File: config.mk
export PLATFORM = sky130hd
export DESIGN_NAME = operand_gen
export DESIGN_NICKNAME = d
export VERILOG_FILES = /design/src/rtl/operand_gen.sv
export SDC_FILE = /design/constraint.sdc
export NUM_CORES = 1
export LEC_CHECK = 0
export ABC_AREA = 1
export BUFFER_PORTS_ARGS = -buffer_cell sky130_fd_sc_hd__buf_2
export CORE_MARGIN = 4
export CORE_UTILIZATION = 40
export DETAILED_ROUTE_END_ITERATION = 16
export GPL_TIMING_DRIVEN = 0
export PLACE_DENSITY_LB_ADDON = 0.3
export SYNTH_ARGS = -nofsm -noshare
export SYNTH_HDL_FRONTEND = slang
export SYNTH_SLANG_ARGS = --single-unit
File: constraint.sdc
create_clock -name clk -period 5.3 [get_ports clk]
set_clock_uncertainty 0.1 [all_clocks]
set_input_delay 0.265 -clock clk [delete_from_list [all_inputs] [get_ports clk]]
set_output_delay 0.265 -clock clk [all_outputs]
set_load 0.01 [all_outputs]
File: src/rtl/operand_gen.sv
// Operand generator: drives registered A/B operand pairs (directed table, LFSR random
// or exhaustive sweep) to a downstream arithmetic unit, with a sample strobe per vector.
module operand_gen #(
  parameter int WIDTH = 8
) (
  input  logic             clk,
  input  logic             reset,
  input  logic             start,
  input  logic [1:0]       mode,
  input  logic [15:0]      num_vectors,
  input  logic [7:0]       delay_cycles,
  output logic [WIDTH-1:0] a,
  output logic [WIDTH-1:0] b,
  output logic             sample,
  output logic [15:0]      vec_idx,
  output logic             busy,
  output logic             done
);

  localparam logic [31:0] LFSR_SEED = 32'hACE12468;
  localparam logic [31:0] LFSR_TAPS = 32'h80200003;

  typedef enum logic [1:0] {
    IDLE = 2'd0,
    RUN  = 2'd1,
    DONE = 2'd2
  } state_t;

  state_t      state_r, state_s;
  logic [1:0]  mode_r, mode_s;
  logic [15:0] count_r, count_s;
  logic [7:0]  hold_len_r, hold_len_s;
  logic [7:0]  hold_cnt_r, hold_cnt_s;
  logic [15:0] idx_s;
  logic [31:0] lfsr_r;
  logic        load_s;
  logic        sample_s;
  logic [WIDTH-1:0] vec_a_s, vec_b_s;

  function automatic logic [31:0] lfsr_step(input logic [31:0] s);
    return s[0] ? ((s >> 1) ^ LFSR_TAPS) : (s >> 1);
  endfunction

  function automatic logic [WIDTH-1:0] dir_a(input logic [2:0] k);
    case (k)
      3'd0:    return WIDTH'(8'd5);
      3'd1:    return WIDTH'(8'd10);
      3'd2:    return WIDTH'(8'd15);
      3'd3:    return WIDTH'(8'd0);
      3'd4:    return WIDTH'(8'd255);
      3'd5:    return WIDTH'(8'd128);
      3'd6:    return WIDTH'(8'd1);
      default: return WIDTH'(8'd127);
    endcase
  endfunction

  function automatic logic [WIDTH-1:0] dir_b(input logic [2:0] k);
    case (k)
      3'd0:    return WIDTH'(8'd3);
      3'd1:    return WIDTH'(8'd4);
      3'd2:    return WIDTH'(8'd2);
      3'd3:    return WIDTH'(8'd100);
      3'd4:    return WIDTH'(8'd1);
      3'd5:    return WIDTH'(8'd128);
      3'd6:    return WIDTH'(8'd255);
      default: return WIDTH'(8'd129);
    endcase
  endfunction

  // Exhaustive runs are capped at the number of distinct (a,b) pairs.
  function automatic logic [15:0] eff_count(input logic [1:0] m, input logic [15:0] nv);
    logic [32:0] cap;
    cap = 33'd1 << (2 * WIDTH);
    case (m)
      2'b01:   return nv;
      2'b10:   return ({17'd0, nv} > cap) ? cap[15:0] : nv;
      default: return (nv > 16'd8) ? 16'd8 : nv;
    endcase
  endfunction

  // Next-state, config latch, hold counter and next-vector selection.
  always_comb begin
    state_s    = state_r;
    mode_s     = mode_r;
    count_s    = count_r;
    hold_len_s = hold_len_r;
    hold_cnt_s = hold_cnt_r;
    idx_s      = vec_idx;
    load_s     = 1'b0;
    case (state_r)
      IDLE: begin
        if (start) begin
          mode_s     = mode;
          count_s    = eff_count(mode, num_vectors);
          hold_len_s = (delay_cycles == 8'd0) ? 8'd1 : delay_cycles;
          if (count_s == 16'd0) begin
            state_s = DONE;
          end else begin
            state_s    = RUN;
            load_s     = 1'b1;
            idx_s      = 16'd0;
            hold_cnt_s = 8'd1;
          end
        end else begin
          state_s = IDLE;
        end
      end
      RUN: begin
        if (hold_cnt_r >= hold_len_r) begin
          if (vec_idx >= count_r - 16'd1) begin
            state_s = DONE;
          end else begin
            load_s     = 1'b1;
            idx_s      = vec_idx + 16'd1;
            hold_cnt_s = 8'd1;
          end
        end else begin
          hold_cnt_s = hold_cnt_r + 8'd1;
        end
      end
      DONE:    state_s = IDLE;
      default: state_s = IDLE;
    endcase

    case (mode_s)
      2'b01: begin
        vec_a_s = lfsr_r[WIDTH-1:0];
        vec_b_s = lfsr_r[2*WIDTH-1:WIDTH];
      end
      2'b10: begin
        vec_a_s = WIDTH'(idx_s);
        vec_b_s = WIDTH'(idx_s >> WIDTH);
      end
      default: begin
        vec_a_s = dir_a(idx_s[2:0]);
        vec_b_s = dir_b(idx_s[2:0]);
      end
    endcase

    sample_s = (state_s == RUN) && (hold_cnt_s == hold_len_s);
  end

  // State, configuration and registered outputs; reset aborts any run.
  always_ff @(posedge clk) begin
    if (!reset) begin
      state_r    <= IDLE;
      mode_r     <= 2'b00;
      count_r    <= 16'd0;
      hold_len_r <= 8'd0;
      hold_cnt_r <= 8'd0;
      lfsr_r     <= LFSR_SEED;
      a          <= '0;
      b          <= '0;
      vec_idx    <= 16'd0;
      sample     <= 1'b0;
      busy       <= 1'b0;
      done       <= 1'b0;
    end else begin
      state_r    <= state_s;
      mode_r     <= mode_s;
      count_r    <= count_s;
      hold_len_r <= hold_len_s;
      hold_cnt_r <= hold_cnt_s;
      vec_idx    <= idx_s;
      sample     <= sample_s;
      busy       <= (state_s == RUN);
      done       <= (state_s == DONE);
      if (load_s) begin
        a <= vec_a_s;
        b <= vec_b_s;
        // The LFSR advances once per random vector handed out.
        lfsr_r <= (mode_s == 2'b01) ? lfsr_step(lfsr_r) : lfsr_r;
      end else begin
        lfsr_r <= lfsr_r;
      end
    end
  end

endmodule

* After elaboration in Yosys (flattened, before gate mapping)
Cells that the tools add are included.
** Storage, ports and cells
- Register bits after elaboration :: 103
- Input bits :: 29
- Output and inout bits :: 35
** Operators by class
- Add/sub/neg operators :: 3
- $lt $le $gt $ge :: 3
- Equal/unequal tests :: 14
- Multiplexer cells :: 34
- Bitwise logic cells :: 1
- Reduce and logical (&&, ||, !) cells :: 8
** Operator list (number)
- 2-to-1 mux 16 bit :: 8
- case mux 8 bit (7 select lines) :: 2
- 2-to-1 mux 8 bit :: 7
- case mux 8 bit (2 select lines) :: 3
- 2-to-1 mux 32 bit :: 1
- case mux 16 bit (2 select lines) :: 1
- adder 16 x 1 -> 16 bit, second input constant :: 1
- greater-or-equal comparator 16 bit :: 1
- greater-than comparator 16 x 4 -> 1 bit, second input constant :: 1
- zero test 16 bit :: 1
- subtractor 16 x 1 -> 16 bit, second input constant :: 1
- 2-to-1 mux 2 bit :: 6
- == test 3 bit, second input constant :: 3
- adder 8 x 1 -> 8 bit, second input constant :: 1
- == test 2 x 1 -> 1 bit, second input constant :: 4
- == test 8 bit :: 1
- greater-or-equal comparator 8 bit :: 1
- zero test 8 bit :: 1
- == test 2 bit, second input constant :: 3
- == test 3 x 2 -> 1 bit, second input constant :: 2
- 2-to-1 mux 1 bit :: 4
- NOT 3 -> 4 bit :: 1
- case mux 2 bit (2 select lines) :: 1
- AND reduction 2 bit :: 2
- 6 further kinds :: 6

* Logic depth before layout (Yosys ltp)
- Word-level depth :: 12
- Depth in mapped cells :: 27

* Least setup slack after synthesis
Ideal clock, no wire load.
- Path kind :: register to register
- Start :: register count_r[0]
- End :: register a[3]
- Setup time :: 0.117 ns
- Arrival :: 3.433 ns
- Setup slack :: 1.650 ns
- Cell stages (with the launch flop) :: 28
- Clock period less this slack :: 3.650 ns
- Cells stage by stage :: dfxtp_1 inv_1 ha_1 nand3_1 nor3_1 nand2_1 nor3_1 nand2_1 or2_2 nor2_1 xor2_1 inv_1 ha_1 nand2_1 o21ai_1 a21oi_4 nand3_4 nor2_8 nand2_1 nand3_1 nand2_1 buf_4 nand2_2 inv_2 o21ai_2 nand2_1 nor2_1 nor2_1
** Between the ends
- Longest elaborated chain between the ends :: 8
** Ends and longest elaborated chain
- from (decl) :: RTL line 31 : logic [15:0] count_r, count_s;
- from (signal assigned) :: RTL line 161 : count_r <= count_s;
- subtractor 16 x 1 -> 16 bit * :: RTL line 110 : if (vec_idx >= count_r - 16'd1) begin
- greater-or-equal comparator 16 bit * :: RTL line 110
- 2-to-1 mux 16 bit :: RTL line 110
- 2-to-1 mux 16 bit :: RTL line 109 : if (hold_cnt_r >= hold_len_r) begin
- case mux 16 bit (2 select lines) :: RTL line 90 : case (state_r)
- == test 3 bit (tied with other cells) :: RTL line 45 : case (k)
- case mux 8 bit (7 select lines) :: RTL line 45
- case mux 8 bit (2 select lines) :: RTL line 125 : case (mode_s)
- to (signal assigned) :: RTL line 169 : a <= vec_a_s;
- to (decl) :: RTL line 12 : output logic [WIDTH-1:0] a,
Mark *: on every way between the ends. The rest lies on a longest branch, timed or not.
A chain may end at the register's enable or synchronous reset.

* Final worst setup path
Same ends and word-level chain as after synthesis.

==> run_results.csv <==
group,metric,value,unit
timing,hold_violations,0,
yosys,synth_edf_count,0,
cells_and_area,diodes,0,
clocking,clock-root-buffer,"clkbuf_16",
routing,dr_total_vias,6109,
routing,drt-initial-drc-count,436,
routing,drtPass1Iterations,4,
placement,pre_cts_slack,1.12,ns
clocking,clk_path_buf_depth,2,
yosys,async_reset_ff_frac,0,
timing,post-route-period-util,0.790,
timing,max_slew.worst_pin.slew,0.690,ns
worst_setup_path,cpMostUsedCell,"nand2_1",
placement,dp_hpwl,13500,um
yosys,netlist_area,0.00628,mm2
cells_and_area,synthToLayoutAreaGrowth,13.9,%
power,seqPwrFrac,0.389,
power,p_int,1.44,mW
timing,fmax,0.239,GHz
placement,gp_congestion,0.908,
die,fp.dieH,133,um
clocking,cts_tree,"yes",
yosys,syn-num-nets,985,
worst_setup_path,critPathSlowestCell,"dfxtp_1",
cells_and_area,nets,1057,
clocking,ctsResizeCount,0,
timing,rsz0062_at_grt,"no",
placement,io_buffers,61,
global_route,grt_pass1_vias,5524,
worst_setup_path,critPathRequiredTime,5.46,ns
power,irDropWorstVdd,0.000235,V
die,initial_core_util,0.410,
power,p_comb_frac,0.317,
routing,post_drt_wl_per_cell,14.6,um
worst_setup_path,critPathMaxFanout,10,
yosys,avgSynthCellArea,6.77,um2
yosys,synthCells,927,
die,core_area,0.0153,mm2
cells_and_area,utilization,0.467,
hold_path,hold_class,"in -> reg",
die,dieArea,0.0178,mm2
clocking,clkTransAtPathRegs,0.08,ns
worst_setup_path,crit_path_end_kind,"flip-flop",
power,p_per_area,325,mW/mm2
clocking,cts_buffers,9,
yosys,yosys_warnings,0,
power,power.share.switching,0.380,
routing,ant_nets,0,
cells_and_area,final_cell_mix,"206 x nand2_1, 124 x nor2_1, 103 x dfxtp_1",
cells_and_area,final_common_cell,"nand2_1",
routing,drc,0,
worst_setup_path,crit_type,"reg -> reg",
die,boundaryPins,64,
timing,period_minus_slack,4.19,ns
worst_setup_path,cp_num_buf_inv,4,
worst_setup_path,cpPeakStageDelay,0.30,ns
die,core.rowCount,45,
timing,setup_tns,0,ns
global_route,gr-total-overflow,0,
outcome,status,"finished clean",
clocking,cts.sinks,103,
clocking,cts_setup_buffers,0,
cells_and_area,multiInputGateArea,0.00365,mm2
die,die_w,133,um
worst_setup_path,worst-r2r-setup-slack,1.11,ns
yosys,ys_ff_latch,103,
clocking,htree_levels,3,
timing,maxSlewViolCount,0,
global_route,grt_pass1_wl,28500,um
cells_and_area,drive_above_1_share,0.146,
power,leakagePower,3.35,nW
worst_setup_path,start_kind,"flip-flop",
routing,viasPerCell,5.03,
yosys,synthDistinctLibCells,48,
global_route,grt_usage,0.200,
clocking,clock_latency,0.37,ns
power,switching_power,0.883,mW
timing,timing.final.ws_setup,1.11,ns
routing,totalWireLength,17700,um
worst_setup_path,critPathTopFamily,"simple AND/OR/NAND/NOR gates",
clocking,holdBufCountCts,0,
power,power,2.32,mW
flow_run,cap_violations,0,
global_route,antenna_found_initial,0,
cells_and_area,fillers,1631,
timing,relSlewSlack,0.540,
worst_setup_path,arrival,4.35,ns
timing,setup_viol,0,
yosys,synth_flop_cell,"dfxtp_1",
yosys,synth-seq-area-share,0.329,
global_route,grt_start_max_net_pins,21,
cells_and_area,seq_area,0.00206,mm2
power,clkPwrFrac,0.294,
worst reg2reg max path: cells and delay by family (launching register included):
family / cells / cell delay [ns]
flip-flops: 1 / 0.30
AND/OR/NAND/NOR: 17 / 2.16
buffers and inverters: 4 / 0.40
adder cells (fa/ha/maj): 2 / 0.49
XOR/XNOR: 1 / 0.15
AO/OA/AOI/OAI: 3 / 0.49
Yosys cell counts (all sizes together), types with 2 or more instances:
library cell    n  share of area
o22ai           3         0.0030
nor2          137          0.094
or2             3         0.0030
ha             29          0.058
nand2         218           0.14
a21o            2         0.0024
o21ai          79          0.064
inv            95          0.058
xnor2          12          0.017
a21oi          61          0.052
nor3           17          0.016
o21a            2         0.0024
buf            19          0.019
nand4          14          0.019
xor2           13          0.018
nand3          82          0.073
clkbuf         19          0.012
dfxtp         103           0.33
o211ai          9          0.011
per-layer routing:
layer  up-vias  global-route usage  part of all wire
li1       3166                   -                 -
met1      2781               0.268              0.46
met2       145               0.329              0.47
met3        17              0.0510             0.055
met4         0              0.0394             0.011
met5         -                   0                 0
state kept, by name, summed over array words and instances, names as in the netlist, 8 cells and up:
| signal | cells |
|---|---|
| a | 8 |
| b | 8 |
| count_r | 16 |
| hold_cnt_r | 8 |
| hold_len_r | 8 |
| lfsr_r | 32 |
| vec_idx | 16 |
kinds of logic after synthesis:
logic type               after synthesis  share of synthesized area
AO/OA/AOI/OAI                        161                      0.141
XOR/XNOR                              25                     0.0349
adder cells (fa/ha/maj)               29                     0.0578
buffers and inverters                134                     0.0893
flip-flops                           103                      0.329
AND/OR/NAND/NOR                      475                      0.348
through the flow:
stage / hold WS, ns / cells / cell area (um2)
after CTS: 0.0760 / 1215 / 7150
after detailed placement: 0.345 / 1199 / 6850
after global placement: 0.342 / 1199 / 6850
final: 0.0915 / 1215 / 7150
after global routing: 0.0806 / 1215 / 7150
after floorplan: 0.329 / 927 / 6280
path summary, 6_finish.rpt:
path,start,end,depth (start not counted)
setup / recovery,count_r[0]$_SDFFE_PN0P_,a[3]$_SDFFE_PN0P_,27
hold / removal,num_vectors[8],count_r[8]$_SDFFE_PN0P_,3
setup reg to reg,count_r[0]$_SDFFE_PN0P_,a[3]$_SDFFE_PN0P_,27
hold reg to reg,lfsr_r[23]$_SDFFE_PN1P_,lfsr_r[22]$_SDFFE_PN1P_,2
area by class of cell:
class,instances,area share
Clock inverter,7,0.0109
Tap cell,211,0.0369
Inverter,96,0.0515
Clock buffer,9,0.0315
Buffer,38,0.0270
Timing Repair Buffer,61,0.0427
Sequential cell,103,0.288
Multi-Input combinational cell,690,0.511
power groups by stage:
stage / logic, mW / clock network [mW] / registers (mW)
2_1_floorplan: 0.542 / 0 / 0.917
3_3_place_gp: 0.724 / 0 / 0.920
3_5_place_dp: 0.732 / 0 / 0.921
4_1_cts: 0.737 / 0.699 / 0.904
5_1_grt: 0.832 / 0.729 / 0.913
6_report: 0.736 / 0.682 / 0.904
(Power assumes the default switching activity.)
